## src/rtl/mem_loader.sv

```systemverilog
// Byte-stream RAM loader: assembles big-endian 32-bit words from a byte stream,
// writes them to consecutive RAM addresses and holds the CPU in reset until a load finishes.
module mem_loader #(
  parameter int ADDR_W = 7
) (
  input  logic              clk,
  input  logic              rst,
  input  logic              start,
  input  logic [ADDR_W-1:0] base_addr,
  input  logic [ADDR_W:0]   word_count,
  input  logic              in_valid,
  input  logic [7:0]        in_byte,
  output logic              in_ready,
  output logic              mem_we,
  output logic [ADDR_W-1:0] mem_addr,
  output logic [31:0]       mem_wdata,
  output logic              cpu_rst,
  output logic              busy,
  output logic              done,
  output logic [31:0]       checksum
);

  typedef enum logic [1:0] {IDLE, RECV, WRITE, FINISH} state_t;

  state_t            state_q, state_d;
  logic [ADDR_W-1:0] addr_q, addr_d;
  logic [ADDR_W:0]   remain_q, remain_d;
  logic [1:0]        byte_cnt_q, byte_cnt_d;
  logic [23:0]       word_q, word_d;
  logic [ADDR_W-1:0] mem_addr_q, mem_addr_d;
  logic [31:0]       mem_wdata_q, mem_wdata_d;
  logic [31:0]       checksum_q, checksum_d;
  logic              boot_q, boot_d;

  always_ff @(posedge clk or posedge rst) begin
    if (rst) begin
      state_q     <= IDLE;
      addr_q      <= '0;
      remain_q    <= '0;
      byte_cnt_q  <= '0;
      word_q      <= '0;
      mem_addr_q  <= '0;
      mem_wdata_q <= '0;
      checksum_q  <= '0;
      boot_q      <= 1'b1;
    end else begin
      state_q     <= state_d;
      addr_q      <= addr_d;
      remain_q    <= remain_d;
      byte_cnt_q  <= byte_cnt_d;
      word_q      <= word_d;
      mem_addr_q  <= mem_addr_d;
      mem_wdata_q <= mem_wdata_d;
      checksum_q  <= checksum_d;
      boot_q      <= boot_d;
    end
  end

  always_comb begin
    state_d     = state_q;
    addr_d      = addr_q;
    remain_d    = remain_q;
    byte_cnt_d  = byte_cnt_q;
    word_d      = word_q;
    mem_addr_d  = mem_addr_q;
    mem_wdata_d = mem_wdata_q;
    checksum_d  = checksum_q;
    boot_d      = boot_q;
    case (state_q)
      IDLE: begin
        if (start) begin
          addr_d     = base_addr;
          remain_d   = word_count;
          byte_cnt_d = '0;
          checksum_d = '0;
          state_d    = (word_count == '0) ? FINISH : RECV;
        end
      end
      RECV: begin
        if (in_valid) begin
          byte_cnt_d = byte_cnt_q + 2'd1;
          word_d     = {word_q[15:0], in_byte};
          // The write port is loaded here so it holds steady until the next word.
          if (byte_cnt_q == 2'd3) begin
            mem_addr_d  = addr_q;
            mem_wdata_d = {word_q, in_byte};
            state_d     = WRITE;
          end
        end
      end
      WRITE: begin
        checksum_d = checksum_q + mem_wdata_q;
        addr_d     = addr_q + 1'b1;
        remain_d   = remain_q - 1'b1;
        state_d    = (remain_q == 1) ? FINISH : RECV;
      end
      FINISH: begin
        boot_d  = 1'b0;
        state_d = IDLE;
      end
      default: state_d = IDLE;
    endcase
  end

  assign in_ready  = (state_q == RECV);
  assign mem_we    = (state_q == WRITE);
  assign busy      = (state_q != IDLE);
  assign done      = (state_q == FINISH);
  assign cpu_rst   = boot_q | busy;
  assign mem_addr  = mem_addr_q;
  assign mem_wdata = mem_wdata_q;
  assign checksum  = checksum_q;

endmodule

```

## config.mk

```make
export PLATFORM = sky130hd
export DESIGN_NAME = mem_loader
export DESIGN_NICKNAME = d
export VERILOG_FILES = /design/src/rtl/mem_loader.sv
export SDC_FILE = /design/constraint.sdc
export NUM_CORES = 1
export LEC_CHECK = 0
export BUFFER_PORTS_ARGS = -buffer_cell sky130_fd_sc_hd__clkbuf_2
export CORE_MARGIN = 3
export CORE_UTILIZATION = 45
export CTS_CLUSTER_DIAMETER = 120
export DETAILED_ROUTE_END_ITERATION = 10
export MAX_ROUTING_LAYER = met4
export PLACE_DENSITY = 0.68
export SKIP_LAST_GASP = 1
export SYNTH_ARGS = -nofsm -noshare
export SYNTH_HDL_FRONTEND = slang
export SYNTH_SLANG_ARGS = --single-unit
```

## constraint.sdc

```tcl
create_clock -name clk -period 4.83 [get_ports clk]
set_input_delay 0.483 -clock clk [delete_from_list [all_inputs] [get_ports clk]]
set_output_delay 0.483 -clock clk [all_outputs]
set_load 0.05 [all_outputs]
```

==> results of run 1 <==
## cells in the final DEF, fill, tap and decap left out, types with 5 or more instances in the layout
| cell type | synthesis | final |
|---|---|---|
| nand3b_1 | 5 | 5 |
| nor2_1 | 27 | 27 |
| nand4_1 | 7 | 7 |
| xor2_1 | 12 | 12 |
| mux2_2 | 64 | 64 |
| clkbuf_8 | 0 | 5 |
| xnor2_1 | 13 | 13 |
| clkbuf_2 | 0 | 102 |
| a21oi_1 | 46 | 46 |
| o22ai_1 | 10 | 10 |
| a21o_1 | 10 | 10 |
| nand2b_1 | 6 | 6 |
| o21ai_1 | 11 | 11 |
| nand3_1 | 17 | 16 |
| dfrtp_1 | 114 | 114 |
| inv_1 | 17 | 16 |
| clkbuf_16 | 0 | 17 |
| nand2_1 | 54 | 54 |
| a31oi_1 | 6 | 6 |
| ha_1 | 35 | 35 |
| o21ai_0 | 36 | 36 |
| nor3_1 | 7 | 7 |
## metal layers
metal,GRT usage (%),vias up
met5,-,-
met4,7.67,0
met3,5.28,33
met2,32.1,166
met1,26.2,2421
li1,-,2387
## state kept, by name, summed over array words and instances, names as in the netlist
signal / flops
boot_q: 1
remain_q: 8
addr_q: 7
state_q: 2
mem_wdata: 32
checksum: 32
mem_addr: 7
byte_cnt_q: 2
word_q: 24
## where the power goes
part	switching (W)	internal [W]
clock	0.000453	0.000936
sequential	0.000408	0.00139
combinational	0.00198	0.000971
## stage by stage
stage / utilization, % / setup slack, ns / hold slack, ns
2_1_floorplan: - / 1.30 / 0.462
3_3_place_gp: 51.5 / 2.17 / 0.470
3_5_place_dp: 51.5 / 2.09 / 0.475
4_1_cts: 56.4 / 2.05 / 0.302
5_1_grt: 56.4 / 1.88 / 0.300
6_report: 56.4 / 2.07 / 0.252
## worst max-delay path, stage by stage, from the launching register on
cell	delay, ns
dfrtp_1	0.38
ha_1	0.21
inv_1	0.06
fa_1	0.39
nor2b_1	0.18
o31ai_2	0.12
a211oi_2	0.33
o21ai_2	0.16
nand3b_4	0.12
a311oi_4	0.13
or4_1	0.52
nand3_1	0.09
## kinds of logic after synthesis
group                    after synthesis  share of synthesized area (%)
AND/OR/NAND/NOR                      150                           11.9
adder cells (fa/ha/maj)               36                           7.28
buffers and inverters                 47                           3.06
multiplexers                          65                           11.6
AO/OA/AOI/OAI                        163                           16.9
flip-flops                           115                           45.8
XOR/XNOR                              25                           3.48
## area by class of cell
type | count | share of cell area (%)
multi-input cells | 439 | 42.5
flip-flops and latches | 115 | 37.9
repair buffers | 105 | 7.02
clock buffers | 22 | 6.51
well taps | 176 | 2.90
clock inverters | 10 | 2.24
inverters | 18 | 0.923
## path summary, 6_finish.rpt
kind	from	to	slack [ns]	depth (start not counted)
min in group clk	in_byte[6]	word_q[6]$_DFFE_PP0P_	0.32	2
hold reg to reg	boot_q$_DFFE_PP1P_	boot_q$_DFFE_PP1P_	0.48	1
hold / removal	rst	checksum[25]$_DFFE_PP0P_	0.25	2
max in group asynchronous	rst	boot_q$_DFFE_PP1P_	3.46	3
setup / recovery	checksum[0]$_DFFE_PP0P_	checksum[30]$_DFFE_PP0P_	2.07	11
setup reg to reg	checksum[0]$_DFFE_PP0P_	checksum[30]$_DFFE_PP0P_	2.07	11
==> metrics.txt, run 1 <==
vias in the first global route=5044; Worst Hold Class=in2async; final setup fails=0; Avg WL per Cell=17.1 um; crit path kind=reg2reg; CP Data Required Time=5.18 ns; starting density of the core=46.7%; post-synth top area share=45.4%; grt ovf=0; crit end category=flip-flop; LEAKAGE=3.61 nW; Area growth syn-to-layout=20.7%; ant diodes=0; CTS Buf Count=17; count leader, synth=dfrtp_1; Die Footprint=0.0154 mm2; syn_nets=664; Layout fillers=1233; WL met2=7070 um; sequential area share after synthesis=45.8%; total area of sequential cells=0.00288 mm2; final cell count without fillers=885; asr flop ratio synth=100%; Syn Inst Count=601; final setup TNS=0 ns; Total Wirelength=15100 um; Worst Tran Pin Value=1.10 ns; first-pass GRT wire length=25300 um; worst vdd ir=0.000587 V; placed inst area=0.00692 mm2; Yosys reg bits=115; GRT Total Usage=20.6%; fmax=362 MHz; # clock sinks=115; final cycle utilization of the critical path=57.1%; clk_lat worst skew=0.41 ns; worst relative slew slack=26.9%; Resized cells post-CTS=0; YS warnings=0; Inst Count DP=853; Hold-fix buffers, CTS=0; synthesized area=0.00629 mm2; syn avg cell area=10.5 um2; Detail Placement HPWL=10800 um; post-route antenna net violation count=0; CTS tree=built; status=completed; Post-synth top cells=dfrtp_1 (114), mux2_2 (64), nand2_1 (54); # Post-CTS Setup Buffers=0; proportion of layout cells with a drive suffix above 1=31.0%; GPL Wtd Cong=0.877; number of synthesized flops with an enable pin=0; Tmin final=2.76 ns; Multi-input gate area=0.00322 mm2; CP Launch Type=flip-flop; highest routing layer actually used=met4; IO Pins=103; Max FO, Critical Path=5; DR vias=5007; max cap viols=0; Die Width=124 um; clock buffer depth=2; WP data arrival=3.11 ns; total core area=0.0135 mm2; largest net degree at the start of global routing=77; met3 wire length=754 um; vias per inst=5.66; largest cells by area after synthesis=dfrtp_1 (45%), mux2_2 (11%), ha_1 (7.0%); Layout Nets=759; clock transition at the registers of the reported paths=0.05 ns; clock root buffer=clkbuf_16; fin area=0.00759 mm2; H-tree Lvls=4; pwr/cell area=809 mW/mm2; 1st-iter DRT viols=334; Primary FF master, synth=dfrtp_1; Netlist cell types=63; wire length on met1=6960 um; router iterations before antenna repair=5; Die H=124 um; Hold Vio Cnt, Final=0; power consumption=0.00614 W; number of core rows=42; post-synth top area cell=dfrtp_1; initial antenna violation count=0; Max Slew Vio Count=0; I/O Buffers=102; clock skew=0.00550 ns; RSZ-0062 raised after global routing=no; DR DRC count=0
No activity file was read; power rests on OpenSTA's default activity.
==> run 2, diff against run 1 <==
==> constraint.sdc (replaced) <==
create_clock -name clk -period 2.8 [get_ports clk]
set_input_delay 0.28 -clock clk [delete_from_list [all_inputs] [get_ports clk]]
set_output_delay 0.28 -clock clk [all_outputs]
set_load 0.05 [all_outputs]
==> metrics.txt, run 2 (synthesis gave the netlist of run 1 again) <==
vias per inst=5.69 (was 5.66); placed inst area=0.00703 mm2 (was 0.00692 mm2); delay-heaviest family, CP=simple AND/OR/NAND/NOR gates (unchanged); reg-to-reg slack, setup=0.12 ns (was 2.07 ns); status=completed (unchanged); Max FO, Critical Path=5 (unchanged); final setup fails=0 (unchanged); most common cell after layout, fill and taps aside=dfrtp_1 (unchanged); HP Start=in_byte[6]; Seq pwr share=29.5% (was 29.2%); most frequent cells in the layout=dfrtp_1 (112), clkbuf_2 (102), mux2_2 (64) (was dfrtp_1 (114), clkbuf_2 (102), mux2_2 (64)); number of core rows=42 (unchanged); fin area=0.00764 mm2 (was 0.00759 mm2); r2r startpoint=checksum[0]$_DFFE_PP0P_ (unchanged); Die Width=124 um (unchanged); I/O Buffers=102 (unchanged); Worst Hold End=word_q[6]$_DFFE_PP0P_; grt ovf=0 (unchanged); CP Launch Type=flip-flop (unchanged); CP Data Required Time=3.15 ns (was 5.18 ns); clock buffer depth=2 (unchanged); IO Pins=103 (unchanged); vias in the first global route=4953 (was 5044); clock skew=0.00974 ns (was 0.00550 ns); LEAKAGE=3.64 nW (was 3.61 nW); Area growth syn-to-layout=21.5% (was 20.7%); Tmin final=2.68 ns (was 2.76 ns); CTS tree=built (unchanged); Detail Placement HPWL=11100 um (was 10800 um); 1st-iter DRT viols=260 (was 334); Clock Power Share=20.4% (was 22.6%); router iterations before antenna repair=4 (was 5); clock root buffer=clkbuf_16 (unchanged); Avg WL per Cell=17.5 um (was 17.1 um); GRT Total Usage=21.2% (was 20.6%); post-route antenna net violation count=0 (unchanged); clk_lat worst skew=0.41 ns (about the same); ant diodes=0 (unchanged); net switching power=0.00490 W (was 0.00284 W); Hold Vio Cnt, Final=0 (unchanged); final cycle utilization of the critical path=95.6% (was 57.1%); Worst Slack Setup Final=0.124 ns (was 2.07 ns); # clock sinks=115 (unchanged); slowest cell on the critical path=or4_4 (was or4_1); CTS Buf Count=17 (unchanged); first-pass GRT wire length=25800 um (was 25300 um); largest net degree at the start of global routing=67 (was 77); post-placement setup slack=0.0615 ns (was 2.09 ns); proportion of layout cells with a drive suffix above 1=32.5% (was 31.0%); Max Slew Vio Count=0 (unchanged); Layout Nets=772 (was 759); Worst Hold Class=in2reg (was in2async); GPL Wtd Cong=0.908 (was 0.877); WP data arrival=3.02 ns (was 3.11 ns); fmax=374 MHz (was 362 MHz); crit path kind=reg2reg (unchanged); DR vias=5087 (was 5007); Die Footprint=0.0154 mm2 (unchanged); DR DRC count=0 (unchanged); clock transition at the registers of the reported paths=0.05 ns (about the same); crit-path cells=ha_2 > inv_1 > fa_2 > nor2b_4 > o31ai_2 > a211oi_2 > o21ai_2 > nand3b_4 > a311oi_4 > or4_4 > nand3_1 (was ha_1 > inv_1 > fa_1 > nor2b_1 > o31ai_2 > a211oi_2 > o21ai_2 > nand3b_4 > a311oi_4 > or4_1 > nand3_1); Die H=124 um (unchanged); Sw Share=46.6% (was 46.3%); final setup TNS=0 ns (unchanged); internal cell power=0.00561 W (was 0.00329 W); H-tree Lvls=4 (unchanged); RSZ-0062 raised after global routing=yes (was no); WP buf/inv=1 (unchanged); hold path cells=2; Total Wirelength=15700 um (was 15100 um); Comb pwr share=50.1% (was 48.1%); crit end category=flip-flop (unchanged); total core area=0.0135 mm2 (unchanged); R2R cell count=11 (unchanged); r2r endpoint=checksum[30]$_DFFE_PP0P_ (unchanged); starting density of the core=46.7% (unchanged); Worst Tran Pin Value=0.865 ns (was 1.10 ns); pwr/cell area=1380 mW/mm2 (was 809 mW/mm2); max incr delay on CP=0.53 ns (was 0.52 ns); worst relative slew slack=42.4% (was 26.9%); worst vdd ir=0.000694 V (was 0.000587 V); max cap viols=0 (unchanged); initial antenna violation count=0 (unchanged)
[run 2: how the worst max path moves through the flow]
stage	start	to	depth (start not counted)
after floorplan	mem_wdata[1]$_DFFE_PP0P_	checksum[30]$_DFFE_PP0P_	10
after global placement	mem_wdata[0]$_DFFE_PP0P_	checksum[30]$_DFFE_PP0P_	11
after detailed placement	checksum[0]$_DFFE_PP0P_	checksum[30]$_DFFE_PP0P_	11
after CTS	checksum[0]$_DFFE_PP0P_	checksum[30]$_DFFE_PP0P_	11
after global routing	checksum[0]$_DFFE_PP0P_	checksum[30]$_DFFE_PP0P_	11
final	checksum[0]$_DFFE_PP0P_	checksum[30]$_DFFE_PP0P_	11
[run 2: power by group through the flow]
stage | combinational, W | clock, W | sequential [W]
after detailed placement | 0.00522 | 0 | 0.00311
after floorplan | 0.00271 | 0 | 0.00430
after global routing | 0.00569 | 0.00227 | 0.00320
after global placement | 0.00512 | 0 | 0.00307
after CTS | 0.00526 | 0.00219 | 0.00309
final | 0.00526 | 0.00215 | 0.00310
[run 2: repair_timing]
| action | in CTS | in global routing |
|---|---|---|
| gates resized for setup | 0 | 6 |
| hold buffers | 1 | 0 |
| buffers inserted | 0 | 0 |
| hold endpoints to repair | 23 | 0 |
| setup endpoints to repair | 0 | 4 |
[run 2: layer usage]
layer / wire, um / vias up / GRT usage (%)
met1: 7040 / 2526 / 26.9
met3: 806 / 21 / 5.63
met5: 0 / - / -
met4: 235 / 0 / 6.38
met2: 7600 / 135 / 33.7
li1: - / 2405 / -
[run 2: final cells by class]
cell class	count	area (um2)
inverters	18	71.3
well taps	176	220
fillers	1186	5810
flip-flops and latches	115	2880
multi-input cells	439	3240
clock inverters	6	105
clock buffers	22	474
repair buffers	118	646
[run 2: worst register-to-register path: stages (launching register included)]
cell	delay, ns
dfrtp_2	0.37
ha_2	0.20
inv_1	0.06
fa_2	0.37
nor2b_4	0.13
o31ai_2	0.09
a211oi_2	0.34
o21ai_2	0.16
nand3b_4	0.13
a311oi_4	0.13
or4_4	0.53
nand3_1	0.09
[run 2: through the flow]
step | utilization, % | hold slack [ns] | std cells | total power (W)
6_report | 56.8 | 0.115 | 894 | 0.0105
3_5_place_dp | 52.3 | 0.365 | 865 | 0.00833
3_3_place_gp | 52.3 | 0.363 | 865 | 0.00819
2_1_floorplan | - | 0.430 | 601 | 0.00701
5_1_grt | 56.8 | 0.110 | 894 | 0.0112
4_1_cts | 56.6 | 0.105 | 894 | 0.0105
